--- config.mk ---
export PLATFORM = sky130hd
export DESIGN_NAME = if_id_fetch_queue
export DESIGN_NICKNAME = d
export VERILOG_FILES = /design/src/rtl/arm_pkg.sv /design/src/rtl/fetch_queue_mem.sv /design/src/rtl/if_id_fetch_queue.sv
export SDC_FILE = /design/constraint.sdc
export NUM_CORES = 1
export LEC_CHECK = 0
export ABC_AREA = 1
export BUFFER_PORTS_ARGS = -buffer_cell sky130_fd_sc_hd__buf_2
export CAP_MARGIN = 20
export CORE_AREA = 2 2 128 192
export DETAILED_ROUTE_END_ITERATION = 8
export DIE_AREA = 0 0 130 194
export PLACE_DENSITY_LB_ADDON = 0.05
export SYNTH_ARGS = -nofsm -noshare
export SYNTH_HDL_FRONTEND = slang
export SYNTH_SLANG_ARGS = --single-unit
--- constraint.sdc ---
create_clock -name clk -period 5.2 [get_ports clk]
set_input_delay 0.52 -clock clk [delete_from_list [all_inputs] [get_ports clk]]
set_output_delay 0.52 -clock clk [all_outputs]
set_load 0.01 [all_outputs]
--- src/rtl/arm_pkg.sv ---
// Shared definitions for the ARM pipeline front end.
//   INSTR_W      : architectural instruction / PC word width
//   NOP_INSTR    : encoding presented to decode when no instruction is available
//   fetch_pair_t : {pc, instr} pair carried from fetch towards the ID-stage register
package arm_pkg;

  localparam int INSTR_W = 32;
  localparam logic [INSTR_W-1:0] NOP_INSTR = 32'h0000_0000;

  typedef struct packed {
    logic [INSTR_W-1:0] pc;
    logic [INSTR_W-1:0] instr;
  } fetch_pair_t;

endpackage : arm_pkg

--- src/rtl/fetch_queue_mem.sv ---
// Storage array of the IF/ID fetch queue: DEPTH entries of W bits, one
// synchronous write port and one asynchronous read port. No reset; the
// control logic in the parent never reads an entry it has not written.
// Ports:
//   clk   : clock
//   we    : write enable
//   waddr : write address
//   wdata : write data
//   raddr : read address
//   rdata : read data (combinational from raddr)
module fetch_queue_mem
  import arm_pkg::*;
#(
  parameter int DEPTH = 4,
  parameter int W     = 64,
  parameter int AW    = $clog2(DEPTH)
) (
  input  logic          clk,
  input  logic          we,
  input  logic [AW-1:0] waddr,
  input  logic [W-1:0]  wdata,
  input  logic [AW-1:0] raddr,
  output logic [W-1:0]  rdata
);

  logic [W-1:0] mem_q [DEPTH];

  // Entry write on the rising edge.
  always_ff @(posedge clk) begin
    if (we) begin
      mem_q[waddr] <= wdata;
    end
  end

  assign rdata = mem_q[raddr];

endmodule : fetch_queue_mem

--- src/rtl/if_id_fetch_queue.sv ---
// Decoupling queue between fetch and decode. Captures {PC+4, instr} pairs
// from fetch into a circular buffer and offers the oldest entry to decode
// through a valid/ready handshake. Full raises freeze back to fetch; flush
// (taken branch) empties the queue in one cycle.
// Ports:
//   clk, rst           : clock, synchronous active-low reset
//   pc_in, instr_in    : pair presented by fetch
//   in_valid           : fetch presents a pair this cycle
//   freeze             : queue full, fetch must hold
//   flush              : discard all entries
//   pc_out, instr_out  : head entry (0 / NOP when empty)
//   out_valid          : head entry present
//   out_ready          : decode accepts the head this cycle
//   count              : current occupancy
module if_id_fetch_queue
  import arm_pkg::*;
#(
  parameter int N     = 32,
  parameter int DEPTH = 4
) (
  input  logic                       clk,
  input  logic                       rst,
  input  logic [N-1:0]               pc_in,
  input  logic [N-1:0]               instr_in,
  input  logic                       in_valid,
  output logic                       freeze,
  input  logic                       flush,
  output logic [N-1:0]               pc_out,
  output logic [N-1:0]               instr_out,
  output logic                       out_valid,
  input  logic                       out_ready,
  output logic [$clog2(DEPTH+1)-1:0] count
);

  localparam int PTR_W = $clog2(DEPTH);
  localparam int CNT_W = $clog2(DEPTH+1);

  logic [PTR_W-1:0] wp_q, wp_d;
  logic [PTR_W-1:0] rp_q, rp_d;
  logic [CNT_W-1:0] count_q, count_d;
  logic             push_s;
  logic             pop_s;
  logic [2*N-1:0]   rdata_s;

  // Status decoded from registered occupancy only, so freeze never sees out_ready.
  assign freeze    = (count_q == CNT_W'(DEPTH));
  assign out_valid = (count_q != {CNT_W{1'b0}});
  assign count     = count_q;

  // A pop while full does not free a slot for a same-cycle push because
  // push is gated by the registered freeze.
  assign push_s = in_valid && !freeze && !flush;
  assign pop_s  = out_valid && out_ready && !flush;

  // Next-state for pointers and occupancy; flush empties the queue.
  always_comb begin
    wp_d    = wp_q;
    rp_d    = rp_q;
    count_d = count_q;
    if (flush) begin
      wp_d    = {PTR_W{1'b0}};
      rp_d    = {PTR_W{1'b0}};
      count_d = {CNT_W{1'b0}};
    end else begin
      // Power-of-two depth lets the pointers wrap by plain overflow.
      if (push_s) begin
        wp_d = wp_q + PTR_W'(1);
      end else begin
        wp_d = wp_q;
      end
      if (pop_s) begin
        rp_d = rp_q + PTR_W'(1);
      end else begin
        rp_d = rp_q;
      end
      case ({push_s, pop_s})
        2'b10:   count_d = count_q + CNT_W'(1);
        2'b01:   count_d = count_q - CNT_W'(1);
        default: count_d = count_q;
      endcase
    end
  end

  // State registers; reset takes priority over everything.
  always_ff @(posedge clk) begin
    if (!rst) begin
      wp_q    <= {PTR_W{1'b0}};
      rp_q    <= {PTR_W{1'b0}};
      count_q <= {CNT_W{1'b0}};
    end else begin
      wp_q    <= wp_d;
      rp_q    <= rp_d;
      count_q <= count_d;
    end
  end

  fetch_queue_mem #(
    .DEPTH (DEPTH),
    .W     (2*N)
  ) u_mem (
    .clk   (clk),
    .we    (push_s),
    .waddr (wp_q),
    .wdata ({pc_in, instr_in}),
    .raddr (rp_q),
    .rdata (rdata_s)
  );

  // Head presentation; an empty queue shows PC 0 and a NOP to decode.
  always_comb begin
    pc_out    = {N{1'b0}};
    instr_out = N'(NOP_INSTR);
    if (out_valid) begin
      pc_out    = rdata_s[2*N-1:N];
      instr_out = rdata_s[N-1:0];
    end else begin
      pc_out    = {N{1'b0}};
      instr_out = N'(NOP_INSTR);
    end
  end

endmodule : if_id_fetch_queue

* Yosys cells after proc, flatten, opt, wreduce, memory -nomap -nowiden
Memories as Yosys holds them, arrays and structs flattened. A register that Yosys moved wholly into a read port is not among the register bits. Cells that the tools add are included.
Storage, ports and cells: flip-flop bits (word level) 7, word-level logic and storage cells 28, memories 1, bits in writable memories 256
Operators by class: muxes and demuxes 7, eq/ne operators 3, bitwise operators 1, reduce and logical (&&, ||, !) cells 9, add/sub/neg operators 4
Memory list:
- u_mem.mem_q | depth 4, width 64, read ports 1, clocked after memory_dff 1, wr ports 1, RTL line fetch_queue_mem.sv:26 | logic [W-1:0] mem_q [DEPTH];
Operator list (number):
- $mux 32 | 2
- $pmux 3 s2 | 1
- $add 2x1->2 const B | 2
- $logic_and 1x1->1 | 4
- $mux 2 | 2
- $add 3x1->3 const B | 1
- $eq 3x3->1 const B | 1
- $reduce_bool 3->1 | 1
- $sub 3x1->3 const B | 1
- $eq 2x1->1 const B | 1
- $eq 2x2->1 const B | 1
- $logic_not 1->1 | 2
- $mux 1 | 2
- $reduce_bool 2->1 | 1
- $reduce_or 2->1 | 1
- $not 1->1 | 1

* Longest topological paths before layout
Gate-level depths: netlist of run 1.
depth after elaboration 6, gate-level depth with buffers 13, mapped depth without buffers 13

* Hierarchy
A second synthesis of run 1 with hierarchy kept.
Second synthesis, totals: cell total of the unflattened synthesis 1203, area, all modules 11743.8 um^2
By module, submodules not included:
- fetch_queue_mem | area each 10761.6 um^2, times used 1, cells an instance 1010, seq. area each 7687.4 um^2
- if_id_fetch_queue | area each 982.2 um^2, times used 1, cells an instance 193, seq. area each 140.1 um^2

* Least setup slack after synthesis of run 1
OpenSTA, ideal clock, no wires.
path type input -> register, start input port in_valid, end memory u_mem.mem_q[0][0], enable pin, setup slack 1173 ps, library setup time 487 ps, arrival 3540 ps, stages on the path 4, cell sequence inv_1 -> nor2_1 -> nand2_1 -> nor2_1
On the way: longest elaborated chain between the ends 4
Ends and longest elaborated chain:
- start, declared | RTL line if_id_fetch_queue.sv:25 | input logic in_valid,
- $logic_and 1x1->1 (2 in a row) | RTL line if_id_fetch_queue.sv:52 | assign push_s = in_valid && !freeze && !flush;
- $mux 1 | RTL line fetch_queue_mem.sv:30 | if (we) begin
- $mux 1 (not written as such) | RTL line fetch_queue_mem.sv:31 | mem_q[waddr] <= wdata;
- end, declared | RTL line fetch_queue_mem.sv:26
Every way passes these cells.

==> flow_summary.toml, run 1 <==
[synthesis]
synth_nets = 905
synthMuxAreaShare_pct = 0
synth_edf_count = 256
seq_area_frac_synth_pct = 75.4
ys.warnings.count = 0
synthArstFlopShare_pct = 0
synth_fa_ha_area_share_pct = 0.792
netlist_instances = 830
synth_compound_area_share_pct = 9.50
synth.avg_cell_area_um2 = 12.6
ys_ff_latch = 265
dominantRegCellSynth = "edfxtp_1"
synthSimpleGateAreaFrac_pct = 10.5
synth_top_family_by_area = "simple AND/OR/NAND/NOR gates"
synth-xor-area-share_pct = 0
syn_area_um2 = 10400
ys_types = 17

[routing]
vias_per_cell = 5.13
drt-initial-drc-count = 460
wl_per_cell_um = 18.4
route.detailed.drc = 0
final_antenna_net_count = 0
wl_um = 23900
first_pass_iters = 4
vias = 6641

[final_layout]
final_common_cell = "nor2_1"
fin_nets = 1032
drive_gt1_share_pct = 20.0
mostFrequentLayoutCells = "265 x nor2_1, 256 x edfxtp_1, 137 x buf_2, 119 x o21ai_0, 69 x a21oi_1"
area_growth_pct = 17.7

[critical_path]
path_max_fanout = 98
start_kind = "flip-flop"
reg2reg_depth = 5
critPathKind = "reg2out"
rrSetupSlack_ps = 2450
r2r_start = "count[0]$_SDFFE_PP0P_"
worst_ep_required_time_ps = 4680
critPathCaptureType = "primary output"
cp.arrival_ps = 2880
r2r-end = "u_mem.mem_q[1][36]$_DFFE_PP_"

[cts]
cts_tree = "built"
cts_resized = 0
clk_latency_ps = 520
cts-buffers-inserted = 25
clkTransAtPathRegs_ps = 60
post_cts_buffers = 0
clockBufferDepth = 3
cts.sinks = 265
cts-root-buf = "clkbuf_16"
cts_hold_buf = 0
cts_htree_levels = 1

[grt]
grt_max_degree = 99
antenna_found_initial = 1
grt_overflow = 0
grt_pass1_vias = 6872
groute.usage.overall_pct = 18.9
grt_pass1_wl_um = 36800

[status]
status = "completed"

[die]
die_area_um2 = 25200
start_util_pct = 44.2
num_io_pins = 138
rows = 69
die_w_um = 130
fp.dieH_um = 194
fp.coreArea_um2 = 23600

[sta]
whs_ps = 220
hold_violations = 0
rsz0062_at_grt = "false"
fin_crit_ps = 3400
finalSetupViolations = 0
fmax_ghz = 0.294
clock-skew-final_ps = 14.8
final.setup.tns_ps = 0
min_period_over_period_pct = 65.5
worstMarginPinSlew_ps = 1060
relSlewSlack_pct = 29.3
drv_slew = 0

[worst_hold_path]
worst_hold_path.endpoint = "u_mem.mem_q[1][60]$_DFFE_PP_"
holdPathStages = 1
min_from = "pc_in[28]"
min_path_type = "in2reg"

[pwr]
power.leakage_nw = 4.49
power.density_nw_per_um2 = 375
ir_drop_v = 0.000278

[flow_run]
cap_violations = 0

[placed_design]
io_buffer_count = 137
routabilityCongestion = 0.793
dp_hpwl_um = 13700
==> cells by family (layout without fill, tap and decap cells) <==
kind of cell / count (synthesis) / in the layout
compound gates: 198 / 198
fa+ha+maj: 6 / 6
buf+inv: 70 / 215
flops: 265 / 265
other cells: 0 / 1
simple gates: 291 / 291
==> cells in the mapped netlist, types with 5 or more instances <==
cell type | n | share of area, %
a21oi_1 | 69 | 3.3
buf_1 | 6 | 0.22
buf_2 | 13 | 0.62
buf_6 | 13 | 1.4
clkbuf_1 | 12 | 0.43
dfxtp_1 | 9 | 1.7
edfxtp_1 | 256 | 74
ha_1 | 5 | 0.60
inv_1 | 20 | 0.72
nand2_1 | 17 | 0.61
nand3_1 | 5 | 0.24
nor2_1 | 269 | 9.7
o21ai_0 | 119 | 5.7
o21ai_1 | 10 | 0.48
==> stage by stage <==
step | instances | cell area [um2] | utilization (%) | power [mW] | setup slack (ps)
after global placement | 1248 | 11300 | 48.0 | 2.61 | 2020
after CTS | 1294 | 12300 | 52.1 | 4.65 | 1800
after global routing | 1294 | 12300 | 52.1 | 4.74 | 1570
final | 1295 | 12300 | 52.1 | 4.60 | 1800
after floorplan | 830 | 10400 | - | 2.52 | 1170
after detailed placement | 1249 | 11300 | 48.1 | 2.61 | 2130
==> worst max-delay path, stage by stage (launching register included) <==
cell and delay, ps:
dfxtp_4 550, buf_4 830, nor2_1 110, nor2_1 120
o21ai_0 100, a21oi_1 390, buf_2 220
==> state kept, by name, summed over array words and instances, names as in the netlist, named ones only <==
name / cells
rp_q: 2
wp_q: 2
count: 3
u_mem.mem_q: 256
==> report_power, final <==
group	internal [mW]	switching [mW]	total, mW
registers	2.37	0.00816	2.38
clock network	1.28	0.758	2.04
logic	0.0594	0.125	0.185
==> layer usage <==
| layer | track usage, % | part of all wire [%] |
|---|---|---|
| met3 | 2.92 | 3.7 |
| met2 | 35.1 | 54 |
| met1 | 22.0 | 40 |
| met5 | 0 | 0.054 |
| met4 | 5.73 | 2.2 |
==> final cells by class <==
type                            instances  area [um2]
Antenna cell                            1        2.50
Clock buffer                           28         637
Clock inverter                         17         289
Fill cell                            2095       11300
Inverter                               23        87.6
Multi-Input combinational cell        495        2200
Sequential cell                       265        7870
Tap cell                              319         399
Timing Repair Buffer                  147         781
==> worst max-delay path by stage <==
| stage | slack [ps] | to |
|---|---|---|
| after floorplan | 1170 | u_mem.mem_q[0][0]$_DFFE_PP_ |
| after global placement | 2020 | pc_out[11] |
| after detailed placement | 2130 | u_mem.mem_q[1][50]$_DFFE_PP_ |
| after CTS | 1800 | instr_out[9] |
| after global routing | 1570 | instr_out[7] |
| final | 1800 | instr_out[7] |
Note: power is estimated with default switching activity, not from simulation.
==> run 2: changes to the inputs <==
==> constraint.sdc (replaced) <==
create_clock -name clk -period 3.5 [get_ports clk]
set_input_delay 0.35 -clock clk [delete_from_list [all_inputs] [get_ports clk]]
set_output_delay 0.35 -clock clk [all_outputs]
set_load 0.01 [all_outputs]
==> run 2 against run 1 <==
  * Cell count is 0.69% higher
  * First-iteration DRC count grew 7.2%
  * Critical path type unchanged
  * Largest power group unchanged
  * Highest routed layer is now met4
  * Non-clock buffer count rose by 6
  * Combinational power rose by 51%
  * Global-route usage about the same
==> flow_summary.toml, run 2 (synthesized netlist as in run 1, its figures left out) <==
[pwr]
power.density_nw_per_um2 = 532
ir_drop_v = 0.000457
power.leakage_nw = 4.50

[cts]
cts-buffers-inserted = 26
cts_htree_levels = 1
cts_tree = "built"
cts_resized = 0
cts.sinks = 265
clkTransAtPathRegs_ps = 60
clockBufferDepth = 3
post_cts_buffers = 0
clk_latency_ps = 520
cts_hold_buf = 0
cts-root-buf = "clkbuf_16"

[sta]
fmax_ghz = 0.378
clock-skew-final_ps = 11.3
relSlewSlack_pct = 42.1
finalSetupViolations = 0
fin_crit_ps = 2650
drv_slew = 0
rsz0062_at_grt = "false"
min_period_over_period_pct = 75.6
hold_violations = 0
final.setup.tns_ps = 0
worstMarginPinSlew_ps = 869

[die]
fp.dieH_um = 194
start_util_pct = 44.2
num_io_pins = 138
die_w_um = 130
fp.coreArea_um2 = 23600
rows = 69
die_area_um2 = 25200

[final_layout]
area_growth_pct = 17.4
final_util_pct = 52.0
final_common_cell = "nor2_1"
postLayoutCellArea_um2 = 12200
mostFrequentLayoutCells = "265 x nor2_1, 256 x edfxtp_1, 137 x buf_2, 119 x o21ai_0, 69 x a21oi_1"
fin_nets = 1039
largest-register = "u_mem.mem_q"
drive_gt1_share_pct = 20.5
largest_reg_flops = 256

[routing]
final_antenna_net_count = 0
wl_um = 23800
first_pass_iters = 5
vias_per_cell = 5.12
drt-initial-drc-count = 493
vias = 6681
wl_per_cell_um = 18.2
route.detailed.drc = 0

[grt]
grt_pass1_vias = 6942
grt_overflow = 0
grt_max_degree = 129
grt_pass1_wl_um = 36700
groute.usage.overall_pct = 18.9
antenna_found_initial = 2

[placed_design]
io_buffer_count = 137
placed_area_um2 = 11400
routabilityCongestion = 0.720
dp_hpwl_um = 13300

[critical_path]
worst_ep_required_time_ps = 3150
critPathCaptureType = "primary output"
cpMaxStageDelayCell = "buf_4"
cpPeakStageDelay_ps = 410
path_cells = "nor2_1, nand2_1, inv_2, buf_4, a21oi_1, buf_2"
start_kind = "flip-flop"
path_max_fanout = 23
critPathKind = "reg2out"
critPathBufInv = 3
cp.arrival_ps = 2300
cp_top_family = "buffers and inverters"

[status]
status = "completed"

[flow_run]
cap_violations = 0

[worst_hold_path]
min_path_type = "in2reg"
==> run 2: cell count changes in the layout (fill, tap and decap cells not counted), sizes merged <==
cell,previous run,this run
buf,147,153
clkinv,7,12
diode,1,2
clkbuf,28,33
clkinvlp,3,1
bufinv,8,1
inv,22,23
==> run 2: final timing paths <==
kind,slack [ps],depth (start not counted),from,to
worst min-delay path,40,1,instr_in[5],u_mem.mem_q[2][5]$_DFFE_PP_
worst max-delay path,850,6,count[1]$_SDFFE_PP0P_,pc_out[25]
worst max register to register,1330,11,count[1]$_SDFFE_PP0P_,count[2]$_SDFFE_PP0P_
worst min register to register,500,2,rp_q[1]$_SDFFE_PP0P_,flip-flop
==> run 2: report_power, final <==
| part | switching [mW] | total (mW) | internal, mW |
|---|---|---|---|
| Clock | 1.13 | 2.70 | 1.56 |
| Combinational | 0.187 | 0.279 | 0.0916 |
| Sequential | 0.0111 | 3.54 | 3.52 |
| Total | 1.33 | 6.51 | 5.18 |
==> run 2: per-layer routing <==
| metal | routed length (um) | track usage, % | share of wire (%) |
|---|---|---|---|
| met5 | 0 | 0 | 0 |
| met3 | 1250 | 3.92 | 5.3 |
| met2 | 12700 | 35.2 | 53 |
| met1 | 9440 | 21.7 | 40 |
| met4 | 388 | 4.82 | 1.6 |
==> run 2: final cells by class <==
| type | instances | area, um2 |
|---|---|---|
| Fill cell | 2046 | 11300 |
| Sequential cell | 265 | 7870 |
| Multi-Input combinational cell | 495 | 2200 |
| Timing Repair Buffer | 153 | 843 |
| Clock buffer | 33 | 739 |
| Tap cell | 319 | 399 |
| Clock inverter | 14 | 97.6 |
| Inverter | 23 | 87.6 |
| Antenna cell | 2 | 5.00 |
==> run 2: worst reg2reg max path, cell delays in order, from the launching register on <==
cell and delay, ps:
dfxtp_1 340, nor2_1 140, nand2_1 120, nand2_1 380, ha_1 260, inv_1 70
fa_1 380, nand2_1 80, nand3_1 110, nand2_1 80, nand2_1 50, nor2_1 90
==> run 2: through the flow <==
stage / hold slack (ps) / instances / total power [mW] / setup WS (ps)
6_report: 39.6 / 1304 / 6.51 / 855
4_1_cts: 14.0 / 1302 / 6.58 / 829
3_3_place_gp: 479 / 1255 / 3.87 / 1330
5_1_grt: 23.3 / 1304 / 6.74 / 704
2_1_floorplan: 449 / 830 / 3.74 / -395
3_5_place_dp: 494 / 1255 / 3.89 / 1310
==> run 3: changes to the inputs <==
==> constraint.sdc (replaced) <==
create_clock -name clk -period 2.16 [get_ports clk]
set_input_delay 0.216 -clock clk [delete_from_list [all_inputs] [get_ports clk]]
set_output_delay 0.216 -clock clk [all_outputs]
set_load 0.01 [all_outputs]
==> run 3 against run 2 <==
  * Global-route usage increased by 0.73 points
  * Clock skew decreased by 4.6 ps
  * Register-to-register slack got worse by 1200 ps
  * Largest cell class unchanged
  * Largest power group unchanged
==> flow_summary.toml, run 3 (synthesized netlist as in run 1, its figures left out) <==
[status]
status = "completed"

[die]
fp.dieH_um = 194
start_util_pct = 44.2
num_io_pins = 138
rows = 69
die_area_um2 = 25200
fp.coreArea_um2 = 23600
die_w_um = 130

[grt]
grt_pass1_wl_um = 38400
groute.usage.overall_pct = 19.6
grt_overflow = 0
grt_pass1_vias = 7204
antenna_found_initial = 0
grt_max_degree = 65

[critical_path]
critPathBufInv = 3
r2r-end = "count[2]$_SDFFE_PP0P_"
path_cells = "nor2_1, nand2_2, clkinv_8, buf_12, a21oi_1, buf_2"
cpMaxStageDelayCell = "dfxtp_1"
worst_ep_required_time_ps = 1940
cp.depth = 6
path_max_fanout = 24
critPathKind = "reg2out"
critPathCaptureType = "primary output"
crit_path_start = "count[0]$_SDFFE_PP0P_"
start_kind = "flip-flop"
reg2reg_depth = 14
cp_top_family = "buffers and inverters"
cpPeakStageDelay_ps = 380
cp.arrival_ps = 1890
r2r_start = "count[0]$_SDFFE_PP0P_"
endpoint = "instr_out[4]"
rrSetupSlack_ps = 130

[routing]
route.detailed.drc = 0
wl_per_cell_um = 18.3
wl_um = 25300
drt-initial-drc-count = 407
vias_per_cell = 5.08
first_pass_iters = 5
vias = 7016
final_antenna_net_count = 0

[cts]
cts_tree = "built"
cts-root-buf = "clkbuf_16"
clk_latency_ps = 520
cts-buffers-inserted = 26
clkTransAtPathRegs_ps = 60
cts_htree_levels = 1
clockBufferDepth = 3
cts.sinks = 265

[placed_design]
place_ws_ps = 248
dp.cells = 1258
placed_area_um2 = 11600
dp_hpwl_um = 13700
routabilityCongestion = 0.750
io_buffer_count = 137

[final_layout]
final_util_pct = 56.5
final_common_cell = "nor2_1"
fin_nets = 1118
largest-register = "u_mem.mem_q"
layout.cells.non_filler = 1382
largest_reg_flops = 256
postLayoutCellArea_um2 = 13300
area_growth_pct = 27.7
antenna_cells = 0
drive_gt1_share_pct = 21.4
mostFrequentLayoutCells = "265 x nor2_1, 256 x edfxtp_1, 136 x buf_2, 98 x o21ai_0, 65 x dlygate4sd3_1"

[flow_run]
cap_violations = 0

[sta]
fin_crit_ps = 2100
drv_slew = 0
min_period_over_period_pct = 97.4
rsz0062_at_grt = "true"
hold_violations = 0
finalSetupViolations = 0
worstMarginPinSlew_ps = 443
relSlewSlack_pct = 70.4
clock-skew-final_ps = 6.66
fmax_ghz = 0.475
setup_slack_ps = 55.5

[pwr]
power_mw = 10.7
ir_drop_v = 0.000702
power.leakage_nw = 4.92
power.density_nw_per_um2 = 802

[worst_hold_path]
min_path_type = "in2reg"
min_from = "rst"
## run 3: changes by cell type in the layout (fill, tap and decap cells not counted), sizes merged, moves of 2 or more
cell,change
dlygate4sd3,+65
diode,-2
buf,+11
clkinv,+2
## run 3: metrics by stage
| stage | hold WS (ps) | TNS, ps |
|---|---|---|
| 6_report | 32.7 | 0 |
| 4_1_cts | 18.3 | -40.3 |
| 3_5_place_dp | 432 | 0 |
| 3_3_place_gp | 427 | 0 |
| 5_1_grt | 63.1 | -184 |
| 2_1_floorplan | 315 | 0 |
## run 3: where the power goes
| group | internal [mW] | switching [mW] |
|---|---|---|
| sequential | 5.71 | 0.0192 |
| combinational | 0.255 | 0.338 |
| clock | 2.52 | 1.84 |
## run 3: final cells by class
type	instances	area, um2
fill	2014	10300
inverter	23	111
multi-input combinational	495	2250
tap	319	399
timing repair buffer	232	1850
clock buffer	32	694
clock inverter	16	131
sequential	265	7880
## run 3: metal layers
layer	vias to the layer above	GRT usage, %	share of wire (%)
met5	-	0	0
met4	0	5.66	2.0
met3	36	3.04	4.7
met2	191	35.4	53
met1	3443	24.0	40
li1	3346	-	-
## run 3: timing repair
action | CTS | global route
pin swaps | 1 | 9
hold buffers | 65 | 0
cloned | 2 | 3
endpoints found under the setup margin | 60 | 58
endpoints found under the hold margin | 257 | 0
gates resized for setup | 15 | 38
setup buffers | 2 | 5
## run 3: worst register-to-register path, stage by stage, from the launching register on
cell     delay [ps]
dfxtp_1         380
nor2_1           90
nand2_2         160
buf_4           140
nand2_1          60
inv_1            90
ha_1            180
inv_1            70
fa_1            380
inv_1            70
nand2_1          60
nand3_1          90
nand2_1          60
nand2_1          50
nor2_1           40
## run 3: how the worst min path moves through the flow
stage / slack [ps] / cells after the start / end
after global routing: 60 / 5 / count[2]$_SDFFE_PP0P_
final: 30 / 5 / count[2]$_SDFFE_PP0P_
after global placement: 430 / 1 / u_mem.mem_q[1][32]$_DFFE_PP_
after detailed placement: 430 / 1 / u_mem.mem_q[1][57]$_DFFE_PP_
after CTS: 20 / 5 / count[2]$_SDFFE_PP0P_
after floorplan: 310 / 0 / u_mem.mem_q[0][0]$_DFFE_PP_
